## config.mk

```make
export PLATFORM = sky130hd
export DESIGN_NAME = btn_toggle_bank_flat
export DESIGN_NICKNAME = d
export VERILOG_FILES = /design/src/rtl/btn_toggle_bank_if.sv /design/src/rtl/btn_toggle_bank.sv /design/src/flat_wrapper.sv
export SDC_FILE = /design/constraint.sdc
export NUM_CORES = 1
export LEC_CHECK = 0
export ABC_CLOCK_PERIOD_IN_PS = 3450
export BUFFER_PORTS_ARGS = -buffer_cell sky130_fd_sc_hd__clkbuf_2
export CAP_MARGIN = 20
export CORE_UTILIZATION = 45
export CTS_BUF_LIST = sky130_fd_sc_hd__clkbuf_4
export CTS_CLUSTER_DIAMETER = 100
export DETAILED_ROUTE_END_ITERATION = 12
export PLACE_DENSITY = 0.74
export SYNTH_ARGS = -nofsm -noshare
export SYNTH_HDL_FRONTEND = slang
export SYNTH_SLANG_ARGS = --single-unit
```

## constraint.sdc

```tcl
create_clock -name sysclk -period 3.45 [get_ports sysclk]
set_clock_uncertainty 0.1 [all_clocks]
set_input_delay 0.1725 -clock sysclk [delete_from_list [all_inputs] [get_ports sysclk]]
set_output_delay 0.1725 -clock sysclk [all_outputs]
set_load 0.01 [all_outputs]
```

## src/rtl/btn_toggle_bank_if.sv

```systemverilog
// Button bank bus: raw buttons and mode in, debounced levels, pulses and state out.
interface btn_toggle_bank_if #(
  parameter int unsigned N = 3
);
  logic         mode;
  logic [N-1:0] btn;
  logic [N-1:0] stable;
  logic [N-1:0] press;
  logic [N-1:0] state;
  logic [7:0]   press_count;

  // Board-side driver of buttons and mode
  modport master (
    output mode, btn,
    input  stable, press, state, press_count
  );

  // The button bank itself
  modport slave (
    input  mode, btn,
    output stable, press, state, press_count
  );
endinterface

```

## src/rtl/btn_toggle_bank.sv

```systemverilog
// N-channel push-button front end: synchronise, debounce, rising-edge detect,
// then drive per-channel state bits in toggle or radio (one-hot) mode.
module btn_toggle_bank #(
  parameter int unsigned N         = 3,
  parameter int unsigned DB_CYCLES = 1250000,
  parameter int unsigned CNT_W     = $clog2(DB_CYCLES + 1)
) (
  input  logic             sysclk,
  input  logic             reset,
  btn_toggle_bank_if.slave bus
);

  localparam logic [CNT_W-1:0] CNT_LAST = CNT_W'(DB_CYCLES - 1);

  logic [N-1:0]     s1;
  logic [N-1:0]     s2;
  logic [CNT_W-1:0] cnt [N];
  logic [N-1:0]     stable_q;
  logic [N-1:0]     press_q;
  logic [N-1:0]     state_q;
  logic             mode_q;
  logic [7:0]       count_q;

  logic [N-1:0]     rise_c;
  logic [N-1:0]     lowest_c;

  // Two-flop synchroniser for the asynchronous button levels
  always_ff @(posedge sysclk or posedge reset) begin
    if (reset) begin
      s1 <= '0;
      s2 <= '0;
    end else begin
      s1 <= bus.btn;
      s2 <= s1;
    end
  end

  // Channels whose debounced level commits 0->1 on the coming edge
  always_comb begin
    rise_c = '0;
    for (int i = 0; i < int'(N); i++) begin
      rise_c[i] = s2[i] & ~stable_q[i] & (cnt[i] == CNT_LAST);
    end
  end

  // Lowest-index asserted press bit as a one-hot vector
  always_comb begin
    lowest_c = '0;
    lowest_c = press_q & (~press_q + N'(1));
  end

  // Debounce counters, debounced levels and registered press pulses
  always_ff @(posedge sysclk or posedge reset) begin
    if (reset) begin
      for (int i = 0; i < int'(N); i++) begin
        cnt[i] <= '0;
      end
      stable_q <= '0;
      press_q  <= '0;
    end else begin
      for (int i = 0; i < int'(N); i++) begin
        if (s2[i] == stable_q[i]) begin
          cnt[i] <= '0;
        end else if (cnt[i] == CNT_LAST) begin
          stable_q[i] <= s2[i];
          cnt[i]      <= '0;
        end else begin
          cnt[i] <= cnt[i] + CNT_W'(1);
        end
      end
      press_q <= rise_c;
    end
  end

  // Mode tracking, state update (mode change wins) and press-cycle counter
  always_ff @(posedge sysclk or posedge reset) begin
    if (reset) begin
      mode_q  <= 1'b0;
      state_q <= '0;
      count_q <= '0;
    end else begin
      mode_q <= bus.mode;
      if (bus.mode != mode_q) begin
        state_q <= '0;
      end else if (!mode_q) begin
        state_q <= state_q ^ press_q;
      end else if (press_q != '0) begin
        state_q <= lowest_c;
      end
      if (press_q != '0) begin
        count_q <= count_q + 8'd1;
      end
    end
  end

  assign bus.stable      = stable_q;
  assign bus.press       = press_q;
  assign bus.state       = state_q;
  assign bus.press_count = count_q;

endmodule

```

## src/flat_wrapper.sv

```systemverilog
// flat-port wrapper written by rule: the top's interface ports become plain ports
module btn_toggle_bank_flat 
#(
  parameter int unsigned N         = 3,
  parameter int unsigned DB_CYCLES = 1250000,
  parameter int unsigned CNT_W     = $clog2(DB_CYCLES + 1)
)
  (sysclk, reset, bus_mode, bus_btn, bus_stable, bus_press, bus_state, bus_press_count);
  btn_toggle_bank_if #(.N(N)) bus_i ();
  input  logic sysclk;
  input  logic reset;
  input wire logic [$bits(bus_i.mode)-1:0] bus_mode;
  input wire logic [$bits(bus_i.btn)-1:0] bus_btn;
  output wire logic [$bits(bus_i.stable)-1:0] bus_stable;
  output wire logic [$bits(bus_i.press)-1:0] bus_press;
  output wire logic [$bits(bus_i.state)-1:0] bus_state;
  output wire logic [$bits(bus_i.press_count)-1:0] bus_press_count;
  assign bus_i.mode = bus_mode;
  assign bus_i.btn = bus_btn;
  assign bus_stable = bus_i.stable;
  assign bus_press = bus_i.press;
  assign bus_state = bus_i.state;
  assign bus_press_count = bus_i.press_count;
  btn_toggle_bank #(.N(N), .DB_CYCLES(DB_CYCLES), .CNT_W(CNT_W)) u_core (.sysclk(sysclk), .reset(reset), .bus(bus_i));
endmodule
```

== Word level (Yosys, flattened, before mapping) ==
Index checks and enable logic that the tools add are counted.

* Bits in registers: 87
* Output and inout bits: 17

* $add $sub $neg: 5
* Equality and inequality tests: 8
* Mux-type cells: 9
* Bitwise gates (word level): 15
* Reductions and logical operators: 4

{| class="wikitable"
|+ Operators with widths
! operator !! number
|-
| 21-bit two-way mux || 6
|-
| 21-bit by 1-bit adder with 21-bit output (second input constant) || 3
|-
| 21-bit == test (second input constant) || 3
|-
| 3-bit two-way mux || 3
|-
| 8-bit by 1-bit adder with 8-bit output (second input constant) || 1
|-
| 1-bit AND || 6
|-
| 1-bit inverter || 6
|-
| 2-bit AND reduction || 3
|-
| 3-bit by 1-bit adder with 3-bit output (second input constant) || 1
|-
| 3-bit AND || 1
|-
| 1-bit == test || 3
|-
| 3-bit != test (second input constant) || 1
|-
| 3-bit inverter || 1
|-
| 3-bit nonzero test || 1
|-
| 3-bit XOR || 1
|-
| 1-bit != test || 1
|}

== Longest topological paths before layout ==
Gate-level depths: netlist of run 1.

* Depth after elaboration: 6
* Gate-level depth with buffers: 7

== Worst setup path before layout of run 1 ==
No wires, ideal clock.

* Path kind: flip-flop to flip-flop
* Start point: register u_core.cnt[13] (netlist bit)
* End point: register u_core.stable_q[2], in the netlist u_core.bus.stable[2]
* Setup time: 125 ps
* Data arrival time: 1870 ps
* Data required time: 3225 ps
* Slack: 1355 ps
* Stages on the path, launching flop included: 5
* Clock period less this slack: 2095 ps
* Path through: dfrtp_1 or4_1 or4_4 nor3_2 mux2_2

* Cells in the longest elaborated chain, start to end: 2

{| class="wikitable"
|+ Ends and longest elaborated chain
! what !! line !! source
|-
| from (decl) || btn_toggle_bank.sv:17 || <nowiki>logic [CNT_W-1:0] cnt [N];</nowiki>
|-
| from (signal, indexed assignment) || btn_toggle_bank.sv:68 || <nowiki>cnt[i] <= cnt[i] + CNT_W'(1);</nowiki>
|-
| 21-bit == test || btn_toggle_bank.sv:64 || <nowiki>end else if (cnt[i] == CNT_LAST) begin</nowiki>
|-
| 2-bit AND reduction (no line) || - ||
|-
| to (signal, indexed assignment) || btn_toggle_bank.sv:65 || <nowiki>stable_q[i] <= s2[i];</nowiki>
|-
| to (decl) || btn_toggle_bank.sv:18 || <nowiki>logic [N-1:0] stable_q;</nowiki>
|}

Every way passes these cells.
A chain may end at the register's enable or synchronous reset.

== Worst setup path after layout of run 1 ==
* Start point: register u_core.cnt[13] (netlist bit)
* End point: register u_core.cnt[3] (netlist bit)

* Cells in the longest elaborated chain, start to end: 3

{| class="wikitable"
|+ Ends and longest elaborated chain
! what !! line !! source
|-
| 21-bit == test || btn_toggle_bank.sv:64 ||
|-
| 21-bit two-way mux || btn_toggle_bank.sv:64 ||
|-
| 21-bit two-way mux || btn_toggle_bank.sv:62 || <nowiki>if (s2[i] == stable_q[i]) begin</nowiki>
|}

Every way passes these cells.

==> summary.txt, run 1 <==
Die
  – # IOs: 23
  – Core Area: 8810 µm²
  – Row count: 34
  – Initial Utilization: 47.1%
  – Die area: 9600 µm²
  – Die outline width: 98.0 µm
  – Die extent in y: 98.0 µm

Timing
  – Max Freq: 0.397 GHz
  – Max-slew violations: 0
  – Relative slew slack: 44.7%
  – Final total negative setup slack: 0 ps
  – Worst Max-Slew Pin Slew: 829 ps
  – Fin worst setup slack: 934 ps
  – Fin crit share: 72.9%
  – Final hold vios: 0
  – Setup violation total in the final timing report: 0
  – RSZ-0062 raised after global routing: false
  – Min Tclk post-route: 2520 ps

Worst setup path
  – Crit end category: flop
  – Worst Path Arrival: 2730 ps
  – Critical path class: flop to flop
  – Worst Path Max Fanout: 21
  – Startpoint Class: flop
  – CP Data Required Time: 3660 ps

Clock network
  – CTS clk-pin slew, worst paths: 150 ps
  – H-Tree Depth: 3
  – CTS Buf Count: 9
  – Clk Latency, worst-skew pair: 450 ps
  – PostCTS Resize Cnt: 0
  – CTS tree: done
  – Clk buf depth: 2
  – Clk sinks: 87
  – Post-CTS Setup Bufs: 0
  – CTS root buffer: clkbuf_4

Worst hold path
  – Hold Path Class: input pin to async pin

Finish
  – Fin cells: 554
  – Most frequent cells in the layout: dfrtp_1, nor2_1, xnor2_1, a21oi_1
  – Most common cell after layout, fill and taps aside: dfrtp_1
  – # diodes: 0
  – Area growth from synthesis to layout: 9.60%
  – Fin nets: 454
  – Proportion of layout cells with a drive suffix above 1: 12.3%

Routing
  – DR pass1 iterations: 9
  – Vias/cell: 5.64
  – Post-route DRC: 3
  – Via count: 3122
  – DRT Wirelength: 7860 µm
  – DR WL/cell: 14.2 µm
  – Iteration-0 DRC Markers: 142
  – DRT antenna net count: 0

Placement
  – Dpl hpwl: 5490 µm
  – DP Worst Slack: 907 ps
  – DP Cell Count: 533
  – GPL Wtd Cong: 0.846
  – IO buf count: 22

Power
  – PD cells: 362 nW/µm²
  – Pwr Total: 1.65 mW
  – Clock Power Share: 32.4%
  – Worst vdd ir: 0.000190 V
  – Psw: 0.433 mW
  – Internal cell power: 1.21 mW
  – Share of total power in sequential cells: 63.5%
  – Net Sw Frac: 26.3%
  – Comb pwr share: 4.1%
  – Static leakage: 1.89 nW

Yosys
  – Yosys warns: 0
  – Asr flop ratio synth: 100%
  – Synth Flop Type: dfrtp_1
  – Mapped Area: 4150 µm²
  – Synthesized net count: 425
  – EDFF count, synth: 0
  – #FFs+latches synth: 87
  – Sequential share of the synthesized area: 52.5%
  – Synth cell types: 40
  – Cell count after synthesis: 412
  – Syn avg cell area: 10.1 µm²

Run status
  – Failing checks: DRC
  – Status: finished with violations

Run
  – Max-Cap Viols: 0

GRT
  – Antenna violations before repair: 0
  – Vias in the first global route: 2943
  – Total gr overflow: 0
  – Gr usage total: 17.5%
  – Largest net degree at the start of global routing: 43
  – Global-route wire length before repair: 13400 µm
[cell type report]
cell class              instances  area, µm²
clock inverters                 7       57.6
repair buffers                 32        198
multi-input cells             292       1840
flip-flops and latches         87       2180
well taps                     108        135
inverters                      19       72.6
fillers                       781       4260
clock buffers                   9       67.6
[cell families (layout without fill, tap and decap cells)]
family,count (synthesis),count (layout),share of synthesized area [%]
simple gates,183,183,24.2
flops,87,87,52.5
compound gates,55,55,7.76
xor+xnor,43,43,9.09
buf+inv,33,67,3.20
fa+ha+maj,7,7,2.11
mux,4,4,1.09
[cells in the mapped netlist (11+ instances only)]
| cell | number | share of area, % |
|---|---|---|
| or3_1 | 18 | 2.7 |
| nand3_1 | 19 | 2.3 |
| clkbuf_1 | 11 | 1.0 |
| dfrtp_1 | 87 | 53 |
| xor2_1 | 16 | 3.4 |
| o21ai_0 | 16 | 1.9 |
| xnor2_1 | 27 | 5.7 |
| a21oi_1 | 23 | 2.8 |
| nor3_1 | 12 | 1.4 |
| inv_1 | 19 | 1.7 |
| nand4_1 | 22 | 3.3 |
| nand2_1 | 22 | 2.0 |
| or4_1 | 11 | 2.0 |
| nor2_1 | 46 | 4.2 |
[registers in the layout (all words and copies together), names as in the netlist]
name	flops
u_core.bus.press	3
u_core.cnt	63
u_core.s1	3
u_core.mode_q	1
u_core.s2	3
u_core.bus.state	3
u_core.bus.press_count	8
u_core.bus.stable	3
[timing repair]
action,4_1_cts,5_1_grt
hold buffers,5,0
setup endpoints to repair,0,0
endpoints found under the hold margin,44,0
[power by group through the flow]
| stage | registers, mW | clock network [mW] | logic, mW |
|---|---|---|---|
| final | 1.04 | 0.534 | 0.0674 |
| after CTS | 1.04 | 0.553 | 0.0702 |
| after floorplan | 1.06 | 0 | 0.0465 |
| after detailed placement | 1.06 | 0 | 0.0657 |
| after global routing | 1.05 | 0.588 | 0.0784 |
| after global placement | 1.06 | 0 | 0.0626 |
[worst paths after layout]
| kind | endpoint | slack, ps | startpoint | cells after the start |
|---|---|---|---|---|
| setup / recovery | u_core.cnt[3] | 930 | u_core.cnt[13] | 4 |
| setup reg to reg | u_core.cnt[3] | 930 | u_core.cnt[13] | 4 |
| min in group sysclk | u_core.s1[1] | 260 | bus_btn[1] | 2 |
| hold reg to reg | u_core.s2[2] | 270 | u_core.s1[2] | 0 |
| hold / removal | u_core.cnt[19] | 230 | reset | 3 |
| max in group asynchronous | u_core.cnt[33] | 2250 | reset | 4 |
[routing by layer]
metal	up-vias	global-route usage [%]	share of wire, %
met1	1507	23.3	48
met3	15	3.08	3.4
met5	-	0	0
met4	0	10.0	2.5
li1	1531	-	-
met2	69	27.1	46
[through the flow]
| stage | hold slack, ps | util (%) | cell area, µm² |
|---|---|---|---|
| detailed placement | 185 | 49.6 | 4370 |
| global route | 258 | 51.6 | 4540 |
| finish | 231 | 51.6 | 4540 |
| floorplan | 104 | - | 4150 |
| CTS | 223 | 51.6 | 4540 |
| global placement | 174 | 49.6 | 4370 |
[worst max-delay path, stage by stage (launching register included)]
cell      delay (ps)
dfrtp_1          430
or4_1            520
or4_4            550
o21bai_2         660
nor2_1           110
Note: power is estimated with default switching activity, not from simulation.
==> run 2: changes to the inputs <==
--- a/config.mk
+++ b/config.mk
@@ -5,14 +5,14 @@
 export SDC_FILE = /design/constraint.sdc
 export NUM_CORES = 1
 export LEC_CHECK = 0
-export ABC_CLOCK_PERIOD_IN_PS = 3450
+export ABC_CLOCK_PERIOD_IN_PS = 2100
 export BUFFER_PORTS_ARGS = -buffer_cell sky130_fd_sc_hd__clkbuf_2
 export CAP_MARGIN = 20
 export CORE_UTILIZATION = 45
 export CTS_BUF_LIST = sky130_fd_sc_hd__clkbuf_4
 export CTS_CLUSTER_DIAMETER = 100
 export DETAILED_ROUTE_END_ITERATION = 12
-export PLACE_DENSITY = 0.74
+export PLACE_DENSITY = 0.76
 export SYNTH_ARGS = -nofsm -noshare
 export SYNTH_HDL_FRONTEND = slang
 export SYNTH_SLANG_ARGS = --single-unit
==> constraint.sdc (replaced) <==
create_clock -name sysclk -period 2.1 [get_ports sysclk]
set_clock_uncertainty 0.1 [all_clocks]
set_input_delay 0.105 -clock sysclk [delete_from_list [all_inputs] [get_ports sysclk]]
set_output_delay 0.105 -clock sysclk [all_outputs]
set_load 0.01 [all_outputs]
==> run 2 against run 1 <==
  * The flow still finishes with violations (DRC)
  * Routed wire length fell by 0.18%
  * Via count up 1.2%
  * Setup slack worse by 930 ps
  * Sequential share of layout area is 2.4 points lower
  * Critical endpoint is now u_core.bus.stable[2]
==> summary.txt, run 2 (synthesis results as in run 1) <==
Die
  – Initial Utilization: 47.1% (unchanged)
  – # IOs: 23 (unchanged)
  – Core Area: 8810 µm² (unchanged)
  – Row count: 34 (unchanged)
  – Die outline width: 98.0 µm (unchanged)
  – Die extent in y: 98.0 µm (unchanged)
  – Die area: 9600 µm² (unchanged)

Finish
  – Fillers: 746 (-4.5%)
  – Area growth from synthesis to layout: 15.4%
  – Largest Register: u_core.cnt
  – # diodes: 0 (unchanged)
  – Fin nets: 471 (+3.7%)
  – Fin cells: 571 (+3.1%)
  – Number of flip-flops under the largest register name: 63 (unchanged)
  – Most common cell after layout, fill and taps aside: dfrtp_1
  – Most frequent cells in the layout: dfrtp_1, nor2_1, xnor2_1, a21oi_1
  – Proportion of layout cells with a drive suffix above 1: 17.1% (+4.7 points)
  – Area of the multi-input gates: 1860 µm² (+1.5%)
  – Fin area: 4780 µm² (+5.3%)
  – Final Util: 54.3% (+2.7 points)
  – FF/Latch Area: 2180 µm² (unchanged)

Worst setup path
  – Startpoint Class: flop
  – CP Data Required Time: 2330 ps (-1330 ps)
  – Worst path bufs/invs: 0 (unchanged)
  – Crit end category: flop
  – Slowest cell on the critical path: or4_4
  – Worst Path Arrival: 2330 ps (-400 ps)
  – CP cell instances: or4_1 > or4_4 > nor3_2 > mux2_4
  – Worst Path Max Fanout: 3 (-86%)
  – Max incr delay on CP: 520 ps (-140 ps)
  – Critical path class: flop to flop
  – Top Family by Delay on Critical Path: simple AND/OR/NAND/NOR gates

Timing
  – Hold Worst Slack: 213 ps (-18.5 ps)
  – Final total negative setup slack: 0 ps (unchanged)
  – Fin worst setup slack: 1.98 ps (-932 ps)
  – Max-slew violations: 0 (unchanged)
  – Final hold vios: 0 (unchanged)
  – Relative slew slack: 50.1% (+5.4 points)
  – Fin crit share: 99.9% (+27 points)
  – Min Tclk post-route: 2100 ps (-418 ps)
  – RSZ-0062 raised after global routing: true
  – Setup violation total in the final timing report: 0 (unchanged)
  – Max Freq: 0.477 GHz (+20%)
  – Worst Max-Slew Pin Slew: 747 ps (-82.1 ps)

Power
  – Pwr Total: 2.95 mW (+79%)
  – Worst vdd ir: 0.000258 V (+36%)
  – Static leakage: 2.01 nW (+6.4%)
  – PD cells: 617 nW/µm² (+70%)

Run status
  – Status: finished with violations
  – Failing checks: DRC

Clock network
  – CTS tree: done
  – H-Tree Depth: 3 (unchanged)
  – Clk Latency, worst-skew pair: 450 ps (about the same)
  – Clk buf depth: 2 (unchanged)
  – CTS root buffer: clkbuf_4
  – Clk sinks: 87 (unchanged)
  – CTS clk-pin slew, worst paths: 130 ps (-20 ps)
  – CTS Buf Count: 9 (unchanged)

Routing
  – Top Layer Used: met4
  – DRT antenna net count: 0 (unchanged)
  – DRT Wirelength: 7850 µm (-0.18%)
  – Via count: 3160 (+1.2%)
  – DR pass1 iterations: 8 (-1)
  – Metal-1 WL: 3770 µm (-0.50%)
  – DR WL/cell: 13.7 µm (-3.2%)
  – WL met3: 221 µm (-18%)
  – Post-route DRC: 3 (unchanged)
  – Vias/cell: 5.53 (-1.8%)
  – Met2 WL: 3730 µm (+3.4%)
  – Iteration-0 DRC Markers: 93 (-35%)

GRT
  – Total gr overflow: 0 (unchanged)
  – Vias in the first global route: 3015 (+2.4%)
  – Largest net degree at the start of global routing: 34 (-21%)
  – Gr usage total: 17.5% (about the same)
  – Antenna violations before repair: 0 (unchanged)
  – Global-route wire length before repair: 13700 µm (+1.8%)

Placement
  – DP Cell Count: 549 (+3.0%)
  – DP Worst Slack: -20.8 ps (-928 ps)
  – DP Area: 4530 µm² (+3.7%)
  – Dpl hpwl: 5370 µm (-2.1%)
  – GPL Wtd Cong: 0.815 (-3.6%)
  – IO buf count: 22 (unchanged)

Run
  – Max-Cap Viols: 0 (unchanged)

Worst hold path
  – Hold Path Class: input pin to flop
## run 2: cell count changes in the layout (fill, tap and decap cells not counted), moves of 2 or more
cell       change
or4_4          +4
buf_4         +14
or4_1          -4
bufinv_16      +2
buf_12         +3
## run 2: where the power goes
part	internal (mW)	total (mW)	leakage, nW	switching [mW]
Combinational	0.0537	0.132	0.731	0.0784
Sequential	1.70	1.71	1.19	0.0184
Clock	0.495	1.10	0.0871	0.609
Total	2.24	2.95	2.01	0.706
## run 2: metal layers
layer / global-route usage, % / vias up
met5: 0 / -
met4: 8.04 / 0
met3: 3.72 / 13
met2: 27.9 / 45
met1: 23.0 / 1545
li1: - / 1557
## run 2: final timing paths
| check | startpoint | endpoint | slack (ps) | cells past startpoint |
|---|---|---|---|---|
| hold reg to reg | u_core.s1[1] | u_core.s2[1] | 260 | 0 |
| setup reg to reg | u_core.cnt[13] | u_core.bus.stable[2] | 2 | 4 |
| setup / recovery | u_core.cnt[13] | u_core.bus.stable[2] | 2 | 4 |
| hold / removal | bus_btn[0] | u_core.s1[0] | 210 | 2 |
| max in group asynchronous | reset | u_core.s2[1] | 1100 | 4 |
| min in group asynchronous | reset | u_core.cnt[58] | 220 | 3 |
## run 2: what timing repair did
item	in CTS	in global routing
endpoints found under the setup margin	4	10
pin swaps	1	1
endpoints found under the hold margin	38	0
setup buffers	0	1
gates resized for setup	2	5
hold buffers	5	0
## run 2: final cells by class
class                           instances  area share (%)
Timing Repair Buffer                   49            7.59
Tap cell                              108            2.83
Clock buffer                            9            1.41
Sequential cell                        87            45.5
Clock inverter                          7            2.14
Multi-Input combinational cell        292            38.9
Inverter                               19            1.57
==> run 3: changes to the inputs <==
--- a/config.mk
+++ b/config.mk
@@ -8,6 +8,7 @@
 export ABC_CLOCK_PERIOD_IN_PS = 2100
 export BUFFER_PORTS_ARGS = -buffer_cell sky130_fd_sc_hd__clkbuf_2
 export CAP_MARGIN = 20
+export CORE_MARGIN = 2
 export CORE_UTILIZATION = 45
 export CTS_BUF_LIST = sky130_fd_sc_hd__clkbuf_4
 export CTS_CLUSTER_DIAMETER = 100
==> run 3 against run 2 <==
  * Die area is 4.1% higher
  * Clock power is 10% lower
  * Clock-buffer cell count stayed put
  * Critical endpoint unchanged
  * Setup slack worse by 25 ps
  * Sequential power hardly changed
  * Largest power group unchanged
  * The run ends with setup timing left
  * Critical path type unchanged
==> summary.txt, run 3 (synthesis results as in run 1) <==
Die
  – Core Area: 9060 µm² (+2.9%)
  – Die area: 10000 µm² (+4.1%)
  – Die outline width: 100 µm (+2.0%)
  – Initial Utilization: 45.7% (-1.3 points)
  – Die extent in y: 100 µm (+2.0%)
  – # IOs: 23 (unchanged)
  – Row count: 35 (+2.9%)

Worst setup path
  – CP Data Required Time: 2340 ps (about the same)
  – Worst path bufs/invs: 0 (unchanged)
  – Register-to-Register Setup Slack: -20 ps (-30 ps)
  – Max incr delay on CP: 550 ps (+30 ps)
  – CP cell instances: or4_1 > or4_4 > nor3_4 > mux2_4
  – Crit end category: flop
  – Startpoint Class: flop
  – Critical R2R Launch: u_core.cnt[13]
  – Top Family by Delay on Critical Path: simple AND/OR/NAND/NOR gates
  – Crit. path cell count: 4 (unchanged)
  – RR Endpoint: u_core.bus.stable[2]
  – Slowest cell on the critical path: or4_4
  – Worst reg-to-reg path cell count: 4 (unchanged)
  – Critical Path Start: u_core.cnt[13]
  – Worst Path Max Fanout: 3 (unchanged)
  – Worst Path Arrival: 2360 ps (+30 ps)
  – Critical path class: flop to flop
  – Critical Path Sink: u_core.bus.stable[2]

Timing
  – Relative slew slack: 68.6% (+18 points)
  – Fin worst setup slack: -23.2 ps (-25.2 ps)
  – RSZ-0062 raised after global routing: true
  – Final hold vios: 0 (unchanged)
  – Setup violation total in the final timing report: 1 (+1)
  – Min Tclk post-route: 2120 ps (+25.2 ps)
  – Fin crit share: 101% (+1.2 points)
  – Worst Max-Slew Pin Slew: 471 ps (-276 ps)
  – Final total negative setup slack: -23.2 ps (-23.2 ps)
  – Max-slew violations: 0 (unchanged)
  – Max Freq: 0.471 GHz (-1.2%)

GRT
  – Vias in the first global route: 3147 (+4.4%)
  – Total gr overflow: 0 (unchanged)
  – Largest net degree at the start of global routing: 88 (+160%)
  – Global-route wire length before repair: 13800 µm (+0.75%)
  – Gr usage total: 17.0% (-0.53 points)
  – Antenna violations before repair: 0 (unchanged)

Placement
  – DP Cell Count: 549 (unchanged)
  – DP Worst Slack: -46.4 ps (-25.6 ps)
  – IO buf count: 22 (unchanged)
  – DP Area: 4500 µm² (-0.69%)
  – GPL Wtd Cong: 0.886 (+8.7%)
  – Dpl hpwl: 5560 µm (+3.5%)

Routing
  – Iteration-0 DRC Markers: 171 (+84%)
  – WL met3: 215 µm (-2.7%)
  – DR WL/cell: 14.3 µm (+4.2%)
  – Post-route DRC: 0 (-3)
  – Metal-1 WL: 3780 µm (+0.35%)
  – Met2 WL: 4100 µm (+9.9%)
  – DR pass1 iterations: 4 (-4)
  – DRT antenna net count: 0 (unchanged)
  – Via count: 3179 (+0.60%)
  – Top Layer Used: met4
  – DRT Wirelength: 8190 µm (+4.4%)
  – Vias/cell: 5.56 (+0.43%)

Clock network
  – Clk sinks: 87 (unchanged)
  – CTS clk-pin slew, worst paths: 150 ps (+20 ps)
  – CTS root buffer: clkbuf_4
  – Clk Latency, worst-skew pair: 440 ps (about the same)
  – Clk buf depth: 2 (unchanged)
  – CTS tree: done
  – H-Tree Depth: 3 (unchanged)
  – CTS Buf Count: 9 (unchanged)

Power
  – PD cells: 593 nW/µm² (-3.9%)
  – Psw: 0.705 mW (-0.11%)
  – Net Sw Frac: 24.9% (+0.99 points)
  – Pwr Total: 2.83 mW (-4.1%)
  – Comb pwr share: 4.6% (about the same)
  – Share of total power in sequential cells: 60.6% (+2.5 points)
  – Clock Power Share: 34.8% (-2.6 points)
  – Static leakage: 1.99 nW (-0.97%)
  – Worst vdd ir: 0.000265 V (+2.8%)
  – Internal cell power: 2.13 mW (-5.3%)

Finish
  – Number of flip-flops under the largest register name: 63 (unchanged)
  – # diodes: 0 (unchanged)
  – Area growth from synthesis to layout: 15.2%
  – Fin cells: 572 (+0.18%)
  – Most frequent cells in the layout: dfrtp_1, nor2_1, xnor2_1
  – Largest Register: u_core.cnt
  – Fillers: 787 (+5.5%)
  – Proportion of layout cells with a drive suffix above 1: 17.8% (+0.72 points)
  – Most common cell after layout, fill and taps aside: dfrtp_1
  – Fin area: 4770 µm² (-0.18%)
  – Fin nets: 469 (-0.42%)

Run status
  – Failing checks: setup timing
  – Status: finished with violations

Run
  – Max-Cap Viols: 0 (unchanged)

Worst hold path
  – Hold Path Class: input pin to async pin
==> run 3: worst min path at each step <==
stage / from / endpoint / slack, ps / cells past startpoint
floorplan: bus_mode / u_core.mode_q / 40 / 0
global placement: bus_btn[0] / u_core.s1[0] / 120 / 1
detailed placement: bus_btn[2] / u_core.s1[2] / 120 / 1
CTS: bus_btn[1] / u_core.s1[1] / 180 / 2
global route: bus_btn[1] / u_core.s1[1] / 200 / 2
finish: reset / u_core.cnt[59] / 190 / 4
==> run 3: stage by stage <==
step           hold slack [ps]  utilization (%)
6_report                   192             52.7
5_1_grt                    197             52.7
4_1_cts                    184             51.8
3_5_place_dp               120             49.6
3_3_place_gp               120             49.6
2_1_floorplan             36.4                -
==> run 3: area by class of cell <==
class | count | area [µm²] | area share (%)
flip-flops and latches | 87 | 2180 | 45.6
multi-input cells | 293 | 1910 | 40.0
repair buffers | 46 | 328 | 6.87
well taps | 111 | 139 | 2.91
clock inverters | 7 | 77.6 | 1.62
inverters | 19 | 75.1 | 1.57
clock buffers | 9 | 67.6 | 1.42
==> run 3: routing by layer <==
layer	track usage [%]	vias up
li1	-	1558
met1	21.4	1560
met2	29.4	54
met3	3.41	7
met4	5.80	0
met5	0	-
==> run 3: repair_timing <==
item | in CTS | in global routing
cloned | 0 | 1
hold endpoints to repair | 94 | 0
buffers inserted | 0 | 1
setup endpoints to repair | 24 | 27
pin swaps | 1 | 3
hold buffers | 5 | 0
gates resized for setup | 1 | 14
==> run 3: power groups by stage <==
stage | combinational [mW] | clock [mW] | sequential, mW
detailed placement | 0.120 | 0 | 1.75
CTS | 0.127 | 1.02 | 1.71
finish | 0.130 | 0.986 | 1.72
floorplan | 0.0769 | 0 | 1.74
global route | 0.153 | 1.08 | 1.72
global placement | 0.117 | 0 | 1.74
==> run 3: tightest hold or removal path, stage by stage <==
cell and delay, ps:
dlygate4sd3_1 540, clkbuf_2 120, clkinvlp_4 70, buf_12 340
